===== config.mk =====
export PLATFORM = sky130hd
export DESIGN_NAME = snd_dac_mix
export DESIGN_NICKNAME = d
export VERILOG_FILES = /design/src/rtl/snd_dac_mix.sv
export SDC_FILE = /design/constraint.sdc
export NUM_CORES = 1
export LEC_CHECK = 0
export BUFFER_PORTS_ARGS = -buffer_cell sky130_fd_sc_hd__buf_4
export CORE_MARGIN = 3
export CORE_UTILIZATION = 54
export CTS_CLUSTER_DIAMETER = 120
export DETAILED_ROUTE_END_ITERATION = 8
export PLACE_DENSITY = 0.78
export SLEW_MARGIN = 20
export SYNTH_ARGS = -nofsm -noshare
export SYNTH_HDL_FRONTEND = slang
export SYNTH_SLANG_ARGS = --single-unit
export TNS_END_PERCENT = 10

===== constraint.sdc =====
create_clock -name clk -period 6.7 [get_ports clk]
set_input_delay 1.34 -clock clk [delete_from_list [all_inputs] [get_ports clk]]
set_output_delay 1.34 -clock clk [all_outputs]
set_load 0.05 [all_outputs]

===== src/rtl/snd_dac_mix.sv =====
// snd_dac_mix: multi-channel PCM mixer with volume ramping, feeding a PDM DAC.
//
// Samples CHANNELS signed PCM inputs on every falling M2 edge. Each channel's
// gain ramps one step per sample toward its target, which suppresses zipper
// noise. The channels are multiply-accumulated through one shared multiplier,
// saturated to PCM_W bits, and then drive a delta-sigma modulator clocked at clk.
//
// Ports:
//   clk         system clock (100 MHz)
//   rst         synchronous active-high reset
//   m2          console M2, asynchronous to clk
//   pcm_in      packed signed samples, channel k = [k*PCM_W +: PCM_W]
//   volume      packed target volumes, channel k = [k*VOL_W +: VOL_W]
//   mute        forces every target volume to 0 (gains still ramp down)
//   pdm_out     PDM bitstream
//   sample_stb  one-cycle pulse when a new mixed level is committed
//   clip        last committed sample saturated (held until next commit)
//   overrun     sticky: strobe arrived while mixer busy (cleared by rst)
//
// Build option: define SND_DAC_ORDER2_EN to replace the first-order modulator
// with a second-order error-feedback modulator.
module snd_dac_mix #(
    parameter int CHANNELS = 2,
    parameter int PCM_W    = 16,
    parameter int VOL_W    = 7
) (
    input  logic                      clk,
    input  logic                      rst,
    input  logic                      m2,
    input  logic [CHANNELS*PCM_W-1:0] pcm_in,
    input  logic [CHANNELS*VOL_W-1:0] volume,
    input  logic                      mute,
    output logic                      pdm_out,
    output logic                      sample_stb,
    output logic                      clip,
    output logic                      overrun
);

    localparam int CH_W   = (CHANNELS > 1) ? $clog2(CHANNELS) : 1;
    localparam int PROD_W = PCM_W + VOL_W + 1;
    localparam int SUM_W  = PROD_W + $clog2(CHANNELS);
    localparam logic [CH_W-1:0]         LAST_CH = CH_W'(CHANNELS - 1);
    localparam logic signed [SUM_W-1:0] SAT_HI  = SUM_W'((2 ** (PCM_W - 1)) - 1);
    localparam logic signed [SUM_W-1:0] SAT_LO  = ~SAT_HI;
    localparam logic [PCM_W-1:0]        MIDSCALE = {1'b1, {(PCM_W-1){1'b0}}};

    typedef enum logic [1:0] {
        ST_IDLE,
        ST_MAC,
        ST_SAT
    } state_t;

    state_t                   state_q, state_d;
    logic [2:0]               sync_q, sync_d;
    logic                     strobe;
    logic signed [PCM_W-1:0]  snap_q [CHANNELS];
    logic signed [PCM_W-1:0]  snap_d [CHANNELS];
    logic [VOL_W-1:0]         vol_q  [CHANNELS];
    logic [VOL_W-1:0]         vol_d  [CHANNELS];
    logic [VOL_W-1:0]         tgt    [CHANNELS];
    logic [CH_W-1:0]          ch_q, ch_d;
    logic signed [SUM_W-1:0]  sum_q, sum_d;
    logic [PCM_W-1:0]         level_q, level_d;
    logic                     sample_stb_q, sample_stb_d;
    logic                     clip_q, clip_d;
    logic                     overrun_q, overrun_d;
    logic                     pdm_q, pdm_d;
    logic signed [PROD_W-1:0] prod;
    logic signed [SUM_W-1:0]  scaled;
    logic signed [PCM_W-1:0]  clamped;
    logic                     sat_hit;

    // sync_q[2] is the oldest sample; a 1->0 step is a falling M2 edge.
    assign sync_d = {sync_q[1:0], m2};
    assign strobe = (sync_q[2:1] == 2'b10);

    always_comb begin
        for (int unsigned k = 0; k < CHANNELS; k++) begin
            tgt[k] = mute ? '0 : volume[k*VOL_W +: VOL_W];
        end
    end

    // Shared multiplier: volume is zero-extended to make it a non-negative signed operand.
    assign prod = PROD_W'(snap_q[ch_q]) * PROD_W'($signed({1'b0, vol_q[ch_q]}));

    always_comb begin
        scaled  = sum_q >>> VOL_W;
        sat_hit = 1'b0;
        clamped = scaled[PCM_W-1:0];
        if (scaled > SAT_HI) begin
            clamped = {1'b0, {(PCM_W-1){1'b1}}};
            sat_hit = 1'b1;
        end else if (scaled < SAT_LO) begin
            clamped = {1'b1, {(PCM_W-1){1'b0}}};
            sat_hit = 1'b1;
        end
    end

    always_comb begin
        state_d      = state_q;
        ch_d         = ch_q;
        sum_d        = sum_q;
        level_d      = level_q;
        clip_d       = clip_q;
        sample_stb_d = 1'b0;
        overrun_d    = overrun_q;
        for (int unsigned k = 0; k < CHANNELS; k++) begin
            snap_d[k] = snap_q[k];
            vol_d[k]  = vol_q[k];
        end

        if (strobe && (state_q != ST_IDLE)) begin
            overrun_d = 1'b1;
        end

        case (state_q)
            ST_IDLE: begin
                if (strobe) begin
                    for (int unsigned k = 0; k < CHANNELS; k++) begin
                        snap_d[k] = pcm_in[k*PCM_W +: PCM_W];
                        if (vol_q[k] < tgt[k]) begin
                            vol_d[k] = vol_q[k] + 1'b1;
                        end else if (vol_q[k] > tgt[k]) begin
                            vol_d[k] = vol_q[k] - 1'b1;
                        end
                    end
                    ch_d    = '0;
                    sum_d   = '0;
                    state_d = ST_MAC;
                end
            end
            ST_MAC: begin
                sum_d = sum_q + SUM_W'(prod);
                if (ch_q == LAST_CH) begin
                    state_d = ST_SAT;
                end else begin
                    ch_d = ch_q + 1'b1;
                end
            end
            ST_SAT: begin
                level_d      = {~clamped[PCM_W-1], clamped[PCM_W-2:0]};
                clip_d       = sat_hit;
                sample_stb_d = 1'b1;
                state_d      = ST_IDLE;
            end
            default: state_d = ST_IDLE;
        endcase
    end

    always_ff @(posedge clk) begin
        if (rst) begin
            state_q      <= ST_IDLE;
            sync_q       <= '0;
            ch_q         <= '0;
            sum_q        <= '0;
            level_q      <= MIDSCALE;
            sample_stb_q <= 1'b0;
            clip_q       <= 1'b0;
            overrun_q    <= 1'b0;
            for (int unsigned k = 0; k < CHANNELS; k++) begin
                snap_q[k] <= '0;
                vol_q[k]  <= '0;
            end
        end else begin
            state_q      <= state_d;
            sync_q       <= sync_d;
            ch_q         <= ch_d;
            sum_q        <= sum_d;
            level_q      <= level_d;
            sample_stb_q <= sample_stb_d;
            clip_q       <= clip_d;
            overrun_q    <= overrun_d;
            for (int unsigned k = 0; k < CHANNELS; k++) begin
                snap_q[k] <= snap_d[k];
                vol_q[k]  <= vol_d[k];
            end
        end
    end

`ifdef SND_DAC_ORDER2_EN
    localparam int I_W = PCM_W + 4;
    localparam int E_W = PCM_W + 6;
    localparam logic signed [I_W-1:0] I_MAX = {1'b0, {(I_W-1){1'b1}}};
    localparam logic signed [I_W-1:0] I_MIN = ~I_MAX;
    localparam logic signed [E_W-1:0] HALF  = E_W'(2 ** (PCM_W - 1));

    logic signed [I_W-1:0]   i1_q, i1_d, i2_q, i2_d;
    logic signed [PCM_W-1:0] lvl_s;
    logic signed [E_W-1:0]   x_e, fb_e;

    function automatic logic signed [I_W-1:0] sat_i(input logic signed [E_W-1:0] v);
        if (v > E_W'(I_MAX)) begin
            return I_MAX;
        end else if (v < E_W'(I_MIN)) begin
            return I_MIN;
        end
        return v[I_W-1:0];
    endfunction

    // Input is halved to leave headroom for loop stability.
    assign lvl_s = {~level_q[PCM_W-1], level_q[PCM_W-2:0]};
    assign x_e   = E_W'(lvl_s >>> 1);
    assign fb_e  = pdm_q ? HALF : -HALF;

    always_comb begin
        i1_d  = sat_i(E_W'(i1_q) + x_e - fb_e);
        i2_d  = sat_i(E_W'(i2_q) + E_W'(i1_q) - fb_e);
        pdm_d = ~i2_q[I_W-1];
    end

    always_ff @(posedge clk) begin
        if (rst) begin
            i1_q  <= '0;
            i2_q  <= '0;
            pdm_q <= 1'b0;
        end else begin
            i1_q  <= i1_d;
            i2_q  <= i2_d;
            pdm_q <= pdm_d;
        end
    end
`else
    logic [PCM_W:0] acc_q, acc_d;

    always_comb begin
        acc_d = {1'b0, acc_q[PCM_W-1:0]} + {1'b0, level_q};
        pdm_d = acc_q[PCM_W];
    end

    always_ff @(posedge clk) begin
        if (rst) begin
            acc_q <= '0;
            pdm_q <= 1'b0;
        end else begin
            acc_q <= acc_d;
            pdm_q <= pdm_d;
        end
    end
`endif

    assign pdm_out    = pdm_q;
    assign sample_stb = sample_stb_q;
    assign clip       = clip_q;
    assign overrun    = overrun_q;

endmodule


==> run summary <==
Once detail routing completed, the nets flagged for antenna violations numbered 0. The number of nets in the synthesized netlist came out at 1437. The final weighted congestion in routability-driven placement is 0.837. Setup repair after global routing left no endpoint under its margin. Entering global routing, the biggest net connects 78 pins. The leakage power total is 5.92 nW. The post-CTS setup-driven buffer insertion count is 0. Data on the critical path arrives at its endpoint at 6.38 ns. The synthesis-to-finish area growth came out at 11.8%. The later pin in the worst-skew pair is clocked with a latency of 0.42 ns. The final wirelength came out at 23.1 mm.

The aggregate global routing overflow came out at 0. In this run the worst path has a maximum fanout of 21. The maximum buffer depth of the clock tree came out at 2.

The via count of the first global-routing pass came out at 8067. The synthesized design spends more area on one cell type than any other, namely sky130_fd_sc_hd__fa_1. The total clock buffers created by CTS is 17. In this run the tool buffered the top-level ports with 53 buffer cells.

The minimum setup slack after placement came out at 0.660 ns. The number of antenna violations at the first check in global routing is 0. The worst max-slew margin expressed relative to the limit is 0.347. The global-route usage over all layers came out at 0.223. The clock tree root buffer cell is sky130_fd_sc_hd__clkbuf_16. The top-area cell type share of the netlist area came out at 0.220. The die extent in x is 147 µm. For hold timing, the worst endpoint is sync_q[1]. The final route contains 8028 vias.

During synthesis, Yosys emitted a total of 0 warnings. The clock transition at the registers of the reported paths is 0.06 ns. The total number of H-tree levels came out at 4.

The highest clock frequency the design can meet came out at 165 MHz. The final period utilization is 0.905. On the final layout, the worst clock skew is 0.0125 ns. The setup slack of the critical path after layout is 0.637 ns. The die area is 0.0215 mm². In the synthesized netlist, the number of instances is 1177. The final max-slew violation count is 0. The worst register-to-register path has a depth of 18. TritonCTS built the clock tree. The critical register-to-register path endpoint is sum_q[24]. The fraction of layout cells with a size suffix above 1 is 0.0981. The worst hold path begins at sync_q[0]. Max-cap violations in this run came to 0.

The register-to-register setup slack came out at 0.64 ns. The met1 global-route usage came out at 0.335. The worst setup path is launched from a flip-flop.

The number of rows created at floorplan is 50. The count of final setup violators is 0. The number of nets in the finished design is 1481. The data required time at the worst endpoint came out at 7.02 ns. IR analysis of the VDD net gives a maximum drop of 0.000127 V. For the pin with the worst max-slew slack, the measured transition is 0.977 ns.

The met3 track demand over resource is 0.0416. The total negative slack for setup checks came out at 0 ns. The total half-perimeter wirelength after legalization and detailed placement is 17.5 mm.

The cell area power density came out at 154 mW/mm². After detailed routing, the average wire length per cell comes to 15.4 µm. The number of library cell types mapped by synthesis is 57. The count of clock tree sinks is 115. Once the clock tree was built, the resizer swapped 0 gates to a different size. The register area share after synthesis is 0.246. By area the synthesized netlist is led by sky130_fd_sc_hd__fa_1, sky130_fd_sc_hd__dfxtp_1, sky130_fd_sc_hd__ha_1.

The most common library cell in the layout ignoring fill and taps is sky130_fd_sc_hd__inv_1. The count of flip-flops with a built-in enable after synthesis came out at 32. The worst setup path is of the reg -> reg kind. The flow ran to the end, and the final reports show no timing, DRC or antenna violations. The endpoint kind of the worst setup timing path is a flip-flop. In the routed design, unresolved DRC markers number 0. The cts-stage hold buffer count came out at 0. The dominant synthesized flop cell is sky130_fd_sc_hd__dfxtp_1. For met2 alone, demand over resource in global routing was 0.337. The core area is 0.0191 mm². The total of flip-flops plus latches after synthesis came out at 115.

The starting density of the core is 0.559. In this run the most used layer during global routing was met2. The die is 147 µm tall. The hold violation count in the final report is 0. The first TritonRoute pass finished after 8 iterations. The final critical-path required period is 6.06 ns. Leaving out fill and tap cells, the most frequent cells in the layout are sky130_fd_sc_hd__inv_1, sky130_fd_sc_hd__nor2_1, sky130_fd_sc_hd__fa_1, sky130_fd_sc_hd__ha_1, sky130_fd_sc_hd__dfxtp_1. The wire length of the first global-routing pass is 39.4 mm. The average instance in the mapped netlist occupies 9.06 µm². The worst hold path belongs to the class reg -> reg.

The repair_antennas step left the layout with diodes totalling 0. The share of synthesized registers carrying an async set or reset came out at 0. The number of vias per cell came out at 5.37. The total standard cell area after synthesis came out at 0.0107 mm². The number of primary I/O pins is 54. The count of cells along the worst hold path came out at 1. The number of DRC markers in iteration 0 came out at 550.
area by class of cell:
class,instances,area [µm²]
fill,1535,7160
multi-input combinational,817,7120
sequential,115,2620
inverter,205,769
clock buffer,22,495
timing repair buffer,65,492
tap,260,325
clock inverter,10,92.6
how the worst max path moves through the flow:
stage,slack [ns],endpoint
6_report,0.64,sum_q[24]
5_1_grt,0.28,sum_q[24]
4_1_cts,0.64,sum_q[24]
3_5_place_dp,0.66,sum_q[24]
3_3_place_gp,0.88,sum_q[24]
2_1_floorplan,1.09,sum_q[24]
cell families after synthesis:
kind of cell             count (synthesis)  share of synthesized area
flip-flops                             115                      0.246
buffers and inverters                  245                     0.0865
AND/OR/NAND/NOR                        334                      0.149
AO/OA/AOI/OAI                          189                      0.115
adder cells (fa/ha/maj)                210                      0.329
XOR/XNOR                                46                     0.0378
multiplexers                            38                     0.0365
registers in the layout, indices dropped and copies added (netlist names), 2 cells and up, named ones only:
register  flops
acc_q        17
level_q      16
snap_q       32
sync_q        3
state_q       2
vol_q        14
sum_q        25
report_power, final:
group | total, mW | internal, mW | switching (mW)
combinational | 0.187 | 0.0755 | 0.111
clock | 0.910 | 0.564 | 0.346
sequential | 0.739 | 0.730 | 0.00900
layer usage:
metal | wire length (µm) | vias up
met1 | 11100 | 3860
met3 | 1380 | 25
met5 | 0 | -
met2 | 10400 | 227
met4 | 259 | 0
li1 | - | 3916
worst max-delay path, stage by stage (launching register included):
cell                       delay [ns]
sky130_fd_sc_hd__dfxtp_1         0.59
sky130_fd_sc_hd__buf_4           0.40
sky130_fd_sc_hd__mux2i_1         0.64
sky130_fd_sc_hd__nand2b_1        0.22
sky130_fd_sc_hd__fa_1            0.42
sky130_fd_sc_hd__inv_1           0.09
sky130_fd_sc_hd__fa_1            0.44
sky130_fd_sc_hd__fa_1            0.51
sky130_fd_sc_hd__inv_1           0.07
sky130_fd_sc_hd__fa_1            0.54
sky130_fd_sc_hd__inv_1           0.05
sky130_fd_sc_hd__ha_1            0.42
sky130_fd_sc_hd__nand2_2         0.10
sky130_fd_sc_hd__or3_1           0.37
sky130_fd_sc_hd__o31a_1          0.33
sky130_fd_sc_hd__a31oi_2         0.29
sky130_fd_sc_hd__a211oi_1        0.13
sky130_fd_sc_hd__xnor2_1         0.15
sky130_fd_sc_hd__a22o_1          0.18
cell usage after synthesis, types with 3 or more instances:
cell,count
sky130_fd_sc_hd__inv_1,205
sky130_fd_sc_hd__nor2_1,132
sky130_fd_sc_hd__fa_1,117
sky130_fd_sc_hd__ha_1,93
sky130_fd_sc_hd__dfxtp_1,83
sky130_fd_sc_hd__a21oi_1,58
sky130_fd_sc_hd__nand2_1,58
sky130_fd_sc_hd__o21ai_0,42
sky130_fd_sc_hd__and3_1,35
sky130_fd_sc_hd__edfxtp_1,32
sky130_fd_sc_hd__clkbuf_1,31
sky130_fd_sc_hd__mux2i_1,31
sky130_fd_sc_hd__xnor2_1,31
sky130_fd_sc_hd__nand2b_1,30
sky130_fd_sc_hd__a21o_1,22
sky130_fd_sc_hd__nor2b_1,20
sky130_fd_sc_hd__nand3_1,18
sky130_fd_sc_hd__xor2_1,15
sky130_fd_sc_hd__nor3_1,10
sky130_fd_sc_hd__a22o_1,9
sky130_fd_sc_hd__or2_2,9
sky130_fd_sc_hd__buf_1,7
sky130_fd_sc_hd__mux2_2,7
sky130_fd_sc_hd__nand4_1,6
sky130_fd_sc_hd__o21a_1,6
sky130_fd_sc_hd__o21bai_1,6
sky130_fd_sc_hd__a211oi_1,5
sky130_fd_sc_hd__or3_1,5
sky130_fd_sc_hd__a221oi_1,4
sky130_fd_sc_hd__o31ai_1,4
sky130_fd_sc_hd__a211oi_2,3
sky130_fd_sc_hd__a22oi_1,3
sky130_fd_sc_hd__a31oi_1,3
sky130_fd_sc_hd__and2_1,3
sky130_fd_sc_hd__o211ai_1,3
sky130_fd_sc_hd__o31a_1,3
stage by stage:
step / area, µm² / power (mW) / hold slack [ns] / util / cells
finish: 11900 / 1.84 / 0.439 / 0.625 / 1494
global route: 11900 / 1.91 / 0.456 / 0.625 / 1494
CTS: 11900 / 1.85 / 0.439 / 0.625 / 1494
detailed placement: 11300 / 0.937 / 0.425 / 0.594 / 1462
global placement: 11300 / 0.932 / 0.424 / 0.593 / 1461
floorplan: 10700 / 0.875 / 0.414 / - / 1177
(Power assumes the default switching activity.)
